[src/rtl/video_mono_pkg.sv]
// Shared encodings, luma coefficients and dither table for the monochrome video path.
package video_mono_pkg;

    localparam int unsigned MODE_W     = 3;
    localparam int unsigned COEF_R     = 54;
    localparam int unsigned COEF_G     = 183;
    localparam int unsigned COEF_B     = 18;
    localparam int unsigned LUMA_SHIFT = 8;
    localparam int unsigned LAT        = 3;
    localparam int unsigned BAYER_W    = 2;

    typedef enum logic [MODE_W-1:0] {
        MODE_COLOR   = 3'd0,
        MODE_GREEN   = 3'd1,
        MODE_AMBER   = 3'd2,
        MODE_WHITE   = 3'd3,
        MODE_INVERSE = 3'd4
    } mode_e;

    typedef struct packed {
        logic de;
        logic hs;
        logic vs;
    } sync_t;

    // 2x2 ordered-dither threshold indexed by {py, px}
    function automatic logic [BAYER_W-1:0] bayer_thresh(input logic py, input logic px);
        logic [BAYER_W-1:0] t;
        case ({py, px})
            2'b00:   t = 2'd0;
            2'b01:   t = 2'd2;
            2'b10:   t = 2'd3;
            default: t = 2'd1;
        endcase
        return t;
    endfunction

    // Unused request codes fall back to colour
    function automatic mode_e map_mode(input logic [MODE_W-1:0] m);
        mode_e r;
        case (m)
            3'd1:    r = MODE_GREEN;
            3'd2:    r = MODE_AMBER;
            3'd3:    r = MODE_WHITE;
            3'd4:    r = MODE_INVERSE;
            default: r = MODE_COLOR;
        endcase
        return r;
    endfunction

endpackage

[src/rtl/video_mono_filter_trunc.sv]
// One colour channel: add dither threshold, saturate at full scale, drop low bits.
module mono_dither_trunc #(
    parameter int unsigned CW = 6,
    parameter int unsigned OW = 3
) (
    input  logic [CW-1:0] c_in,
    input  logic [CW-1:0] t_in,
    input  logic          blank_in,
    output logic [OW-1:0] c_out_c
);

    logic [CW:0]   sum_c;
    logic [CW-1:0] sat_c;

    // Carry out of the add means the value clipped; clamp instead of wrapping
    always_comb begin
        sum_c   = {1'b0, c_in} + {1'b0, t_in};
        sat_c   = sum_c[CW] ? '1 : sum_c[CW-1:0];
        c_out_c = blank_in ? '0 : OW'(sat_c >> (CW - OW));
    end

endmodule

[src/rtl/video_mono_filter.sv]
// Three-stage colour/phosphor-look converter with frame-aligned mode switching and 2x2 dither.
module video_mono_filter
    import video_mono_pkg::*;
#(
    parameter int unsigned CW       = 6,
    parameter int unsigned OW       = 3,
    parameter int unsigned DITHER   = 1,
    parameter bit          SYNC_POL = 1'b0
) (
    input  logic              clk_vga,
    input  logic              rst_n,
    input  logic [MODE_W-1:0] mode_req,
    input  logic [CW-1:0]     r_in,
    input  logic [CW-1:0]     g_in,
    input  logic [CW-1:0]     b_in,
    input  logic              de_in,
    input  logic              hs_in,
    input  logic              vs_in,
    output logic [OW-1:0]     r_out,
    output logic [OW-1:0]     g_out,
    output logic [OW-1:0]     b_out,
    output logic              de_out,
    output logic              hs_out,
    output logic              vs_out,
    output logic [MODE_W-1:0] mode_cur
);

    localparam int unsigned PW      = CW + LUMA_SHIFT;
    localparam int unsigned SH      = CW - OW;
    localparam bit          DITH_EN = (DITHER != 0) && (SH >= 2);
    localparam int unsigned TSH     = (SH >= 2) ? SH - 2 : 0;
    localparam sync_t       SYNC_RST = '{de: 1'b0, hs: ~SYNC_POL, vs: ~SYNC_POL};

    // front-end control
    logic  vs_edge_c;
    logic  vs_prev_q, vs_prev_d;
    logic  de_prev_q, de_prev_d;
    logic  px_q, px_d;
    logic  py_q, py_d;
    mode_e mode_cur_q, mode_cur_d;

    // stage 1
    logic [PW-1:0] pr_q, pr_d, pg_q, pg_d, pb_q, pb_d;
    logic [CW-1:0] r1_q, r1_d, g1_q, g1_d, b1_q, b1_d;
    sync_t         sync1_q, sync1_d;
    logic          px1_q, px1_d, py1_q, py1_d;
    mode_e         mode1_q, mode1_d;

    // stage 2
    logic [PW-1:0] sum_c;
    logic [CW-1:0] y_c;
    logic [CW-1:0] r2_q, r2_d, g2_q, g2_d, b2_q, b2_d;
    sync_t         sync2_q, sync2_d;
    logic          px2_q, px2_d, py2_q, py2_d;

    // stage 3
    logic [CW-1:0] thr_c;
    logic          blank_c;
    logic [OW-1:0] r_out_q, r_out_d, g_out_q, g_out_d, b_out_q, b_out_d;
    sync_t         sync3_q, sync3_d;

    // Frame-boundary mode latch and dither raster position
    always_comb begin
        vs_edge_c  = (vs_in == SYNC_POL) && (vs_prev_q != SYNC_POL);
        vs_prev_d  = vs_in;
        de_prev_d  = de_in;
        mode_cur_d = vs_edge_c ? map_mode(mode_req) : mode_cur_q;
        px_d       = de_in ? ~px_q : 1'b0;
        py_d       = py_q;
        if (vs_edge_c) begin
            py_d = 1'b0;
        end else if (de_prev_q && !de_in) begin
            py_d = ~py_q;
        end
    end

    // Stage 1: capture pixel, weighted luma products and the mode in force for this pixel
    always_comb begin
        pr_d    = PW'(r_in) * PW'(COEF_R);
        pg_d    = PW'(g_in) * PW'(COEF_G);
        pb_d    = PW'(b_in) * PW'(COEF_B);
        r1_d    = r_in;
        g1_d    = g_in;
        b1_d    = b_in;
        sync1_d = '{de: de_in, hs: hs_in, vs: vs_in};
        px1_d   = px_q;
        py1_d   = py_q;
        mode1_d = mode_cur_d;
    end

    // Stage 2: luma and per-mode tint (coefficients sum to 255, so Y never overflows CW)
    always_comb begin
        sum_c   = pr_q + pg_q + pb_q;
        y_c     = CW'(sum_c >> LUMA_SHIFT);
        r2_d    = r1_q;
        g2_d    = g1_q;
        b2_d    = b1_q;
        case (mode1_q)
            MODE_GREEN: begin
                r2_d = '0;
                g2_d = y_c;
                b2_d = '0;
            end
            MODE_AMBER: begin
                r2_d = y_c;
                g2_d = y_c >> 1;
                b2_d = '0;
            end
            MODE_WHITE: begin
                r2_d = y_c;
                g2_d = y_c;
                b2_d = y_c;
            end
            MODE_INVERSE: begin
                r2_d = ~y_c;
                g2_d = ~y_c;
                b2_d = ~y_c;
            end
            default: ;
        endcase
        sync2_d = sync1_q;
        px2_d   = px1_q;
        py2_d   = py1_q;
    end

    // Stage 3: dither threshold and blanking for the three channel truncators
    always_comb begin
        thr_c   = DITH_EN ? (CW'(bayer_thresh(py2_q, px2_q)) << TSH) : '0;
        blank_c = ~sync2_q.de;
        sync3_d = sync2_q;
    end

    mono_dither_trunc #(.CW(CW), .OW(OW)) u_trunc_r (
        .c_in     (r2_q),
        .t_in     (thr_c),
        .blank_in (blank_c),
        .c_out_c  (r_out_d)
    );

    mono_dither_trunc #(.CW(CW), .OW(OW)) u_trunc_g (
        .c_in     (g2_q),
        .t_in     (thr_c),
        .blank_in (blank_c),
        .c_out_c  (g_out_d)
    );

    mono_dither_trunc #(.CW(CW), .OW(OW)) u_trunc_b (
        .c_in     (b2_q),
        .t_in     (thr_c),
        .blank_in (blank_c),
        .c_out_c  (b_out_d)
    );

    // All pipeline and control state
    always_ff @(posedge clk_vga or negedge rst_n) begin
        if (!rst_n) begin
            vs_prev_q  <= ~SYNC_POL;
            de_prev_q  <= 1'b0;
            px_q       <= 1'b0;
            py_q       <= 1'b0;
            mode_cur_q <= MODE_COLOR;
            pr_q       <= '0;
            pg_q       <= '0;
            pb_q       <= '0;
            r1_q       <= '0;
            g1_q       <= '0;
            b1_q       <= '0;
            sync1_q    <= SYNC_RST;
            px1_q      <= 1'b0;
            py1_q      <= 1'b0;
            mode1_q    <= MODE_COLOR;
            r2_q       <= '0;
            g2_q       <= '0;
            b2_q       <= '0;
            sync2_q    <= SYNC_RST;
            px2_q      <= 1'b0;
            py2_q      <= 1'b0;
            r_out_q    <= '0;
            g_out_q    <= '0;
            b_out_q    <= '0;
            sync3_q    <= SYNC_RST;
        end else begin
            vs_prev_q  <= vs_prev_d;
            de_prev_q  <= de_prev_d;
            px_q       <= px_d;
            py_q       <= py_d;
            mode_cur_q <= mode_cur_d;
            pr_q       <= pr_d;
            pg_q       <= pg_d;
            pb_q       <= pb_d;
            r1_q       <= r1_d;
            g1_q       <= g1_d;
            b1_q       <= b1_d;
            sync1_q    <= sync1_d;
            px1_q      <= px1_d;
            py1_q      <= py1_d;
            mode1_q    <= mode1_d;
            r2_q       <= r2_d;
            g2_q       <= g2_d;
            b2_q       <= b2_d;
            sync2_q    <= sync2_d;
            px2_q      <= px2_d;
            py2_q      <= py2_d;
            r_out_q    <= r_out_d;
            g_out_q    <= g_out_d;
            b_out_q    <= b_out_d;
            sync3_q    <= sync3_d;
        end
    end

    assign r_out    = r_out_q;
    assign g_out    = g_out_q;
    assign b_out    = b_out_q;
    assign de_out   = sync3_q.de;
    assign hs_out   = sync3_q.hs;
    assign vs_out   = sync3_q.vs;
    assign mode_cur = mode_cur_q;

endmodule
[config.mk]
export PLATFORM = sky130hd
export DESIGN_NAME = video_mono_filter
export DESIGN_NICKNAME = d
export VERILOG_FILES = /design/src/rtl/video_mono_pkg.sv /design/src/rtl/video_mono_filter_trunc.sv /design/src/rtl/video_mono_filter.sv
export SDC_FILE = /design/constraint.sdc
export NUM_CORES = 1
export LEC_CHECK = 0
export BUFFER_PORTS_ARGS = -buffer_cell sky130_fd_sc_hd__buf_2
export CORE_ASPECT_RATIO = 0.7
export CORE_UTILIZATION = 55
export DETAILED_ROUTE_END_ITERATION = 12
export GPL_ROUTABILITY_DRIVEN = 0
export PLACE_DENSITY_LB_ADDON = 0.3
export SLEW_MARGIN = 40
export SYNTH_ARGS = -nofsm -noshare
export SYNTH_HDL_FRONTEND = slang
export SYNTH_SLANG_ARGS = --single-unit
[constraint.sdc]
create_clock -name clk_vga -period 4.85 [get_ports clk_vga]
set_input_delay 0.97 -clock clk_vga [delete_from_list [all_inputs] [get_ports clk_vga]]
set_output_delay 0.97 -clock clk_vga [all_outputs]
set_load 0.005 [all_outputs]
==> results of run 1 <==
## cell families after synthesis
group | share of synthesized area [%]
muxes | 1.267
xor gates and xnor gates | 3.212
buffers and inverters | 5.704
adders and majority gates | 25.31
and+or+nand+nor | 11.45
DFF | 39.03
AOI/OAI and AO/OA | 14.03
## critical path, stage by stage
cell,delay [ns]
buf_2,0.14
fa_1,0.54
inv_1,0.06
fa_1,0.49
fa_1,0.52
inv_1,0.04
ha_1,0.32
nor2b_1,0.13
o21ai_0,0.09
a21boi_0,0.27
o21ai_0,0.20
a211oi_1,0.36
o211ai_1,0.15
## report_power, final
group	internal (mW)	total [mW]	switching (mW)	leakage, nW
clock	0.457	0.752	0.295	0.162
combinational	0.839	1.99	1.15	2.02
sequential	0.932	1.05	0.115	1.07
## state kept, by name, summed over array words and instances, names as in the netlist, 3 cells and up
name	flops
pg_q	13
pr_q	10
pb_q	7
b1_q	6
r1_q	6
b2_q	5
g1_q	5
g2_q	5
r2_q	5
b_out	3
g_out	3
mode1_q	3
r_out	3
sync1_q	3
sync2_q	3
## metrics by stage
step	worst slack, ns	power, mW	util [%]	instances	area (sq um)
after floorplan	0.8883	2.510	-	542	5725
after global placement	0.5787	2.907	61.17	702	6062
after detailed placement	0.4451	2.992	61.21	702	6066
after CTS	0.7799	3.784	64.52	718	6394
after global routing	0.5567	4.088	64.55	718	6396
final	0.7669	3.785	64.55	718	6396
## cell type report
cell class / count / area share [%]
Clock buffer: 9 / 3.521
Clock inverter: 7 / 1.604
Inverter: 78 / 4.577
Multi-Input combinational cell: 366 / 49.47
Sequential cell: 89 / 34.94
Tap cell: 128 / 2.504
Timing Repair Buffer: 41 / 3.384
## how the worst min path moves through the flow
stage / end / cells past startpoint
5_1_grt: sync2_q[1] / 0
2_1_floorplan: px2_q / 0
3_3_place_gp: py2_q / 0
3_5_place_dp: py2_q / 0
4_1_cts: px2_q / 0
6_report: py2_q / 0
## per-layer routing
layer  up-vias  track usage (%)  routed length (um)
li1       1957                -                   -
met1      1920            33.86                5583
met2       126            36.57                5214
met3        17            6.021                 716
met4         0            7.576                 217
met5         -                0                   0
## cell usage after synthesis, drive strengths merged (2+ instances only)
cell / instances
xnor2: 14
nand2b: 11
a22oi: 4
nand3: 19
xor2: 7
and4b: 2
a311oi: 4
nor2b: 10
a211o: 2
nor3: 7
fa: 28
and2: 6
o21a: 3
o211ai: 2
inv: 78
a31o: 4
nor3b: 4
a221oi: 2
nand4: 2
clkbuf: 9
a221o: 3
nand3b: 5
or3: 4
a21o: 9
a22o: 4
nor2: 13
o21bai: 2
a31oi: 4
a21oi: 26
dfrtp: 83
mux2i: 5
nand2: 28
dfstp: 6
and3: 5
or2: 3
o211a: 4
ha: 71
o21ai: 32
mux2: 2
a211oi: 4
==> metrics.yaml, run 1 <==
layout:
  final_layout_size_suffix_gt1_share_pct: 13.39
  antenna_cells: 0
  multi_input_area_sq_um: 3164
  final_common_cell: "dfrtp_1"
  nNetsFinal: 710
  n_fill_cell: 796
  final_cell_mix: "83 x dfrtp_1, 78 x inv_1, 71 x ha_1, 39 x buf_2, 31 x o21ai_0"
  regArea_sq_um: 2235
  area_delta_synth_final_pct: 11.71
yosys:
  syn-cell-area_sq_um: 5725
  ys_types: 58
  async_reset_ff_share_pct: 100.0
  netlist_instances: 542
  synth_top_area_share_pct: 36.28
  ys_top_cells_by_area: "dfrtp_1 36%, ha_1 16%, fa_1 9.8%"
  syn_avg_cell_area_sq_um: 10.56
  yosysSeqAreaShare_pct: 39.03
  syn_nets: 667
  ys.flop_type: "dfrtp_1"
  synth_edf_count: 0
  synth-seq-cells: 89
  yosys.area.top_type: "dfrtp_1"
  ys_warn_count: 0
clock_network:
  cts_buffers: 9
  cts_resized: 0
  cts_num_sinks: 89
  clk_pin_slew_ns: 0.07
  clk_path_buf_depth: 2
  cts_tree: "built"
  cts-hold-fix-buffers: 0
  root_buffer: "clkbuf_16"
  clk_latency_ns: 0.34
  cts.htree.levels: 3
  postCtsSetupRepairBufs: 0
min_path:
  holdCritStartpoint: "py1_q"
  hold_class: "reg -> reg"
sta:
  slew_headroom_pct: 43.88
  period_share_pct: 84.19
  finalHoldViolations: 0
  period_needed_ns: 4.083
  fin_skew_ns: 0.006686
  slew_viol_final: 0
  fmax_mhz: 244.9
  rsz0062_at_grt: "no"
  setup_viol: 0
  hold_ws_ns: 0.3476
  worstMarginPinSlew_ns: 0.8358
  fin_tns_setup_ns: 0
global_routing:
  grt_usage_pct: 24.06
  grt_first_pass_wirelength_um: 19330
  antenna_found_initial: 0
  grt_max_degree: 90
  grt_pass1_vias: 3980
  grt_overflow: 0
critical_path:
  worstSetupStartpointType: "input port"
  crit_type: "in -> reg"
  critPathArrivalTime_ns: 4.28
  rr_endpoint: "g2_q[2]"
  cp-end-kind: "register"
  r2r_setup_slack_ns: 1.57
  r2r_start: "pr_q[5]"
  crit_end: "pg_q[13]"
  cp_max_fo: 5
  reg2reg_depth: 10
  crit_start: "g_in[3]"
  cp.required_ns: 5.05
die:
  io_pins: 41
  die_x_um: 124.0
  fp.dieArea_sq_um: 10830
  die_h_um: 87.37
  start_util_pct: 57.78
  design.core.area_sq_um: 9910
  row_count: 30
routing:
  drtAntennaViolNets: 0
  route.detailed.drc: 0
  wl_um: 11730
  firstDrtPassIters: 5
  vias_per_cell: 5.599
  drt_iter0_drc: 263
  wl_per_cell_um: 16.34
  vias: 4020
power:
  p_leak_nw: 3.248
  ir_drop_v: 0.0004132
  p_per_area_nw_per_um2: 591.8
placed_design:
  dp_hpwl_um: 9121
  port_buffers: 40
job:
  cap_violations: 0
run_status:
  outcome: "finished clean"
Power figures use the tool's default switching activity.
==> run 2: changes to the inputs <==
- clock period: 4.85 -> 3.6 ns (I/O delays scaled with it)
==> metrics.yaml, run 2 (synthesis gave the netlist of run 1 again) <==
placed_design:
  placed_cells: 724  # +3.1%
  port_buffers: 40  # unchanged
  dp_hpwl_um: 9071  # -0.55%
  dpl_cell_area_sq_um: 6236  # +2.8%
  pre_cts_ws_ns: -0.3731  # -0.8182 ns
layout:
  final_layout_size_suffix_gt1_share_pct: 17.16  # +3.8 points
  final_cell_mix: "83 x dfrtp_1, 78 x inv_1, 70 x ha_1, 39 x buf_2"
  finish.utilization_pct: 66.07  # +1.5 points
  final_common_cell: "dfrtp_1"
  largest_reg_flops: 13  # unchanged
  nNetsFinal: 732  # +3.1%
  regMostFlops: "pg_q"
  area_delta_synth_final_pct: 14.36
  finalInstanceArea_sq_um: 6548  # +2.4%
  reg.largest.list: "pg_q (13), pr_q (10), pb_q (7)"
  final_cell_count_no_fill: 740  # +3.1%
  antenna_cells: 0  # unchanged
sta:
  fin_tns_setup_ns: 0  # unchanged
  hold_ws_ns: 0.3484  # +0.0007260 ns
  period_needed_ns: 3.478
  setup_viol: 0  # unchanged
  fmax_mhz: 287.5
  setup_ws_ns: 0.1220  # -0.6449 ns
  period_share_pct: 96.61
  slew_headroom_pct: 47.92  # +4.0 points
  slew_viol_final: 0  # unchanged
  finalHoldViolations: 0  # unchanged
  worstMarginPinSlew_ns: 0.7756  # -0.06019 ns
  fin_skew_ns: 0.005085  # -0.001601 ns
die:
  row_count: 30  # unchanged
  io_pins: 41  # unchanged
  fp.dieArea_sq_um: 10830  # unchanged
  die_h_um: 87.37  # unchanged
  die_x_um: 124.0  # unchanged
  start_util_pct: 57.78  # unchanged
  design.core.area_sq_um: 9910  # unchanged
clock_network:
  clk_path_buf_depth: 2  # unchanged
  cts_buffers: 9  # unchanged
  cts.htree.levels: 3  # unchanged
  postCtsSetupRepairBufs: 0  # unchanged
  cts_num_sinks: 89  # unchanged
  clk_pin_slew_ns: 0.06  # about the same
  cts_tree: "built"
  clk_latency_ns: 0.34  # about the same
  root_buffer: "clkbuf_16"
  cts-hold-fix-buffers: 0  # unchanged
routing:
  wl_um: 11690  # -0.38%
  vias_per_cell: 5.596  # about the same
  route.detailed.drc: 0  # unchanged
  vias: 4141  # +3.0%
  drt_iter0_drc: 220  # -16%
  drtAntennaViolNets: 0  # unchanged
  firstDrtPassIters: 5  # unchanged
  wl_per_cell_um: 15.79  # -3.3%
run_status:
  outcome: "finished clean"
critical_path:
  cp.required_ns: 3.85  # -1.20 ns
  crit_type: "in -> reg"
  critPathArrivalTime_ns: 3.73  # -0.55 ns
  worstSetupStartpointType: "input port"
  cp_max_fo: 3  # -2
  cp-end-kind: "register"
power:
  p_leak_nw: 3.334  # +2.6%
  totalPowerFinal_mw: 5.083  # +34%
  p_per_area_nw_per_um2: 776.4  # +31%
  ir_drop_v: 0.0004606  # +11%
job:
  cap_violations: 0  # unchanged
global_routing:
  grt_first_pass_wirelength_um: 19440  # +0.61%
  grt_usage_pct: 23.79  # -0.27 points
  grt_max_degree: 90  # unchanged
  grt_pass1_vias: 4169  # +4.7%
  antenna_found_initial: 0  # unchanged
  grt_overflow: 0  # unchanged
min_path:
  hold_class: "reg -> reg"
==> run 2: what timing repair did <==
action	CTS	global route
pin swaps	0	2
setup endpoints to repair	2	4
resized for setup	1	5
==> run 2: layer usage <==
| metal | wire, um | GRT usage [%] | share of wire (%) |
|---|---|---|---|
| met5 | 0 | 0 | 0 |
| met4 | 231 | 8.874 | 2.0 |
| met3 | 770 | 4.974 | 6.6 |
| met2 | 5249 | 36.97 | 45 |
| met1 | 5435 | 32.85 | 47 |
==> run 2: final timing paths <==
kind	start	endpoint	slack, ns	depth (start not counted)
max	g_in[3]	pg_q[13]	0.12	13
min	px1_q	px2_q	0.35	0
max reg2reg	pr_q[5]	g2_q[2]	0.38	10
min reg2reg	px1_q	px2_q	0.35	0
max in group asynchronous	rst_n	py1_d	2.69	1
min in group asynchronous	rst_n	r1_q[0]	0.42	1
==> run 2: area by class of cell <==
cell class | count | area [sq um]
inverters | 78 | 292.8
well taps | 128 | 160.2
flip-flops and latches | 89 | 2235
clock inverters | 5 | 38.79
repair buffers | 63 | 381.6
clock buffers | 11 | 242.7
fillers | 781 | 3362
multi-input cells | 366 | 3197
==> run 2: where the power goes <==
| part | switching, mW | total (mW) | internal, mW |
|---|---|---|---|
| logic | 1.58 | 2.81 | 1.22 |
| clock network | 0.374 | 0.864 | 0.490 |
| registers | 0.157 | 1.41 | 1.26 |
| total | 2.11 | 5.08 | 2.97 |
==> run 2: worst max-delay path, cell delays in order <==
cell and delay, ns:
buf_2 0.12, fa_1 0.53, inv_1 0.05, fa_1 0.46, fa_1 0.52, inv_1 0.07, ha_4 0.27, nor2b_4 0.13
o21ai_1 0.09, a21boi_2 0.20, o21ai_2 0.10, a2111o_1 0.37, o211ai_1 0.10
==> run 3: changes to the inputs <==
- CAP_MARGIN: unset -> 15
- CTS_CLUSTER_SIZE: unset -> 24
- RECOVER_POWER: unset -> 100
==> metrics.yaml, run 3 (synthesis gave the netlist of run 1 again) <==
critical_path:
  r2r_start: "pr_q[5]"
  crit_top_cell: "fa_1"
  cp_max_fo: 3  # unchanged
  crit_slowest_cell: "fa_1"
  crit_chain: "buf_2 > fa_1 > inv_1 > fa_1 > fa_1 > inv_1 > ha_4 > nor2b_4 > o21ai_1 > a21boi_2 > o21ai_2 > a2111o_1 > o211ai_1"
  critPathArrivalTime_ns: 3.73  # about the same
  max_stage_delay_ns: 0.53  # about the same
  cp.required_ns: 3.85  # about the same
  crit_type: "in -> reg"
  crit_start: "g_in[3]"
  cp-end-kind: "register"
  worstSetupStartpointType: "input port"
die:
  die_x_um: 124.0  # unchanged
  die_h_um: 87.37  # unchanged
  fp.dieArea_sq_um: 10830  # unchanged
  io_pins: 41  # unchanged
  design.core.area_sq_um: 9910  # unchanged
  row_count: 30  # unchanged
  start_util_pct: 57.78  # unchanged
sta:
  fin_tns_setup_ns: 0  # unchanged
  hold_ws_ns: 0.3482  # -0.0001300 ns
  worstMarginPinSlew_ns: 2.125  # +1.349 ns
  fin_skew_ns: 0.004971  # -0.0001142 ns
  period_share_pct: 96.59  # about the same
  finalHoldViolations: 0  # unchanged
  slew_headroom_pct: -41.63  # -90 points
  fmax_mhz: 287.6  # about the same
  slew_viol_final: 90  # +90
  setup_ws_ns: 0.1229  # +0.0008840 ns
  setup_viol: 0  # unchanged
  period_needed_ns: 3.477  # -0.0008840 ns
global_routing:
  grt_use_met3_pct: 4.974  # unchanged
  use_met1_pct: 32.85  # unchanged
  grt_use_met2_pct: 36.97  # unchanged
  grt_usage_pct: 23.79  # unchanged
  antenna_found_initial: 0  # unchanged
  grt_overflow: 0  # unchanged
  grt_max_degree: 90  # unchanged
  grt_first_pass_wirelength_um: 19440  # unchanged
  grt_pass1_vias: 4169  # unchanged
  grt-busiest-layer: "met2"
layout:
  final_layout_size_suffix_gt1_share_pct: 12.75  # -4.4 points
  largest_reg_flops: 13  # unchanged
  final_cell_count_no_fill: 740  # unchanged
  regMostFlops: "pg_q"
  area_delta_synth_final_pct: 13.51
  antenna_cells: 0  # unchanged
  reg.largest.list: "pg_q (13), pr_q (10), pb_q (7)"
  finish.utilization_pct: 65.58  # -0.49 points
  final_cell_mix: "83 x dfrtp_1, 78 x inv_1, 70 x ha_1"
  nNetsFinal: 732  # unchanged
  final_common_cell: "dfrtp_1"
  n_fill_cell: 797  # +2.0%
clock_network:
  cts_tree: "built"
  clk_path_buf_depth: 2  # unchanged
  postCtsSetupRepairBufs: 0  # unchanged
  cts_num_sinks: 89  # unchanged
  clk_latency_ns: 0.34  # about the same
  cts_buffers: 9  # unchanged
  cts.htree.levels: 3  # unchanged
  clk_pin_slew_ns: 0.06  # about the same
  root_buffer: "clkbuf_16"
run_status:
  violations: "capacitance limit, slew limit"
  outcome: "complete, but fails checks"
power:
  ir_drop_v: 0.0004645  # +0.85%
  p_leak_nw: 3.247  # -2.6%
  p_per_area_nw_per_um2: 781.6  # +0.67%
placed_design:
  placed_cells: 724  # unchanged
  port_buffers: 40  # unchanged
  pre_cts_ws_ns: -0.3731  # unchanged
  dp_hpwl_um: 9071  # unchanged
routing:
  drt_iter0_drc: 204  # -7.3%
  wl_per_cell_um: 15.79  # about the same
  firstDrtPassIters: 5  # unchanged
  wl_um: 11690  # about the same
  route.detailed.drc: 0  # unchanged
  drtAntennaViolNets: 0  # unchanged
  vias: 4133  # -0.19%
  vias_per_cell: 5.585  # -0.19%
min_path:
  holdCritStartpoint: "px1_q"
  hold_class: "reg -> reg"
job:
  cap_violations: 1  # +1
[run 3: cell count changes in the layout (fill, tap and decap cells not counted), sizes merged]
cell | before | now
buf | 62 | 34
clkbuf | 12 | 40
[run 3: what timing repair did]
item	CTS	global route
hold buffers	0	0
setup endpoints to repair	2	4
pin swaps	0	2
gates resized for setup	1	5
[run 3: final timing paths]
check	end	slack, ns	cells after the start
setup / recovery	pg_q[13]	0.12	13
setup reg to reg	g2_q[2]	0.36	10
hold / removal	px2_q	0.35	0
max in group asynchronous	py1_d	1.35	1
hold reg to reg	px2_q	0.35	0
min in group asynchronous	pr_q[4]	0.99	1
[run 3: per-stage QoR]
stage	total power, mW	instance area (sq um)
2_1_floorplan	3.390	5731
3_3_place_gp	4.015	6232
3_5_place_dp	4.141	6236
4_1_cts	5.048	6521
5_1_grt	5.469	6499
6_report	5.079	6499
[run 3: final cells by class]
cell class	instances	area, sq um	share of cell area (%)
multi-input combinational	366	3197	49.19
sequential	89	2235	34.39
timing repair buffer	63	332.8	5.121
inverter	78	292.8	4.505
clock buffer	11	242.7	3.735
tap	128	160.2	2.464
clock inverter	5	38.79	0.5968
[run 3: power breakdown]
group / internal (mW) / leakage (nW) / total (mW) / switching, mW
Combinational: 1.21 / 2.05 / 2.80 / 1.59
Clock: 0.490 / 0.136 / 0.862 / 0.373
Sequential: 1.26 / 1.07 / 1.42 / 0.160
Total: 2.96 / 3.25 / 5.08 / 2.12
[run 3: layer usage]
layer / up-vias / routed length, um
li1: 1998 / -
met1: 1991 / 5607
met2: 123 / 5257
met3: 21 / 600
met4: 0 / 221
met5: - / 0
[run 3: critical path: cells and delay by family]
kind / cells / cell delay (ns)
AND/OR/NAND/NOR: 1 / 0.13
buffers and inverters: 3 / 0.23
adder cells (fa/ha/maj): 4 / 1.78
AO/OA/AOI/OAI: 5 / 0.86
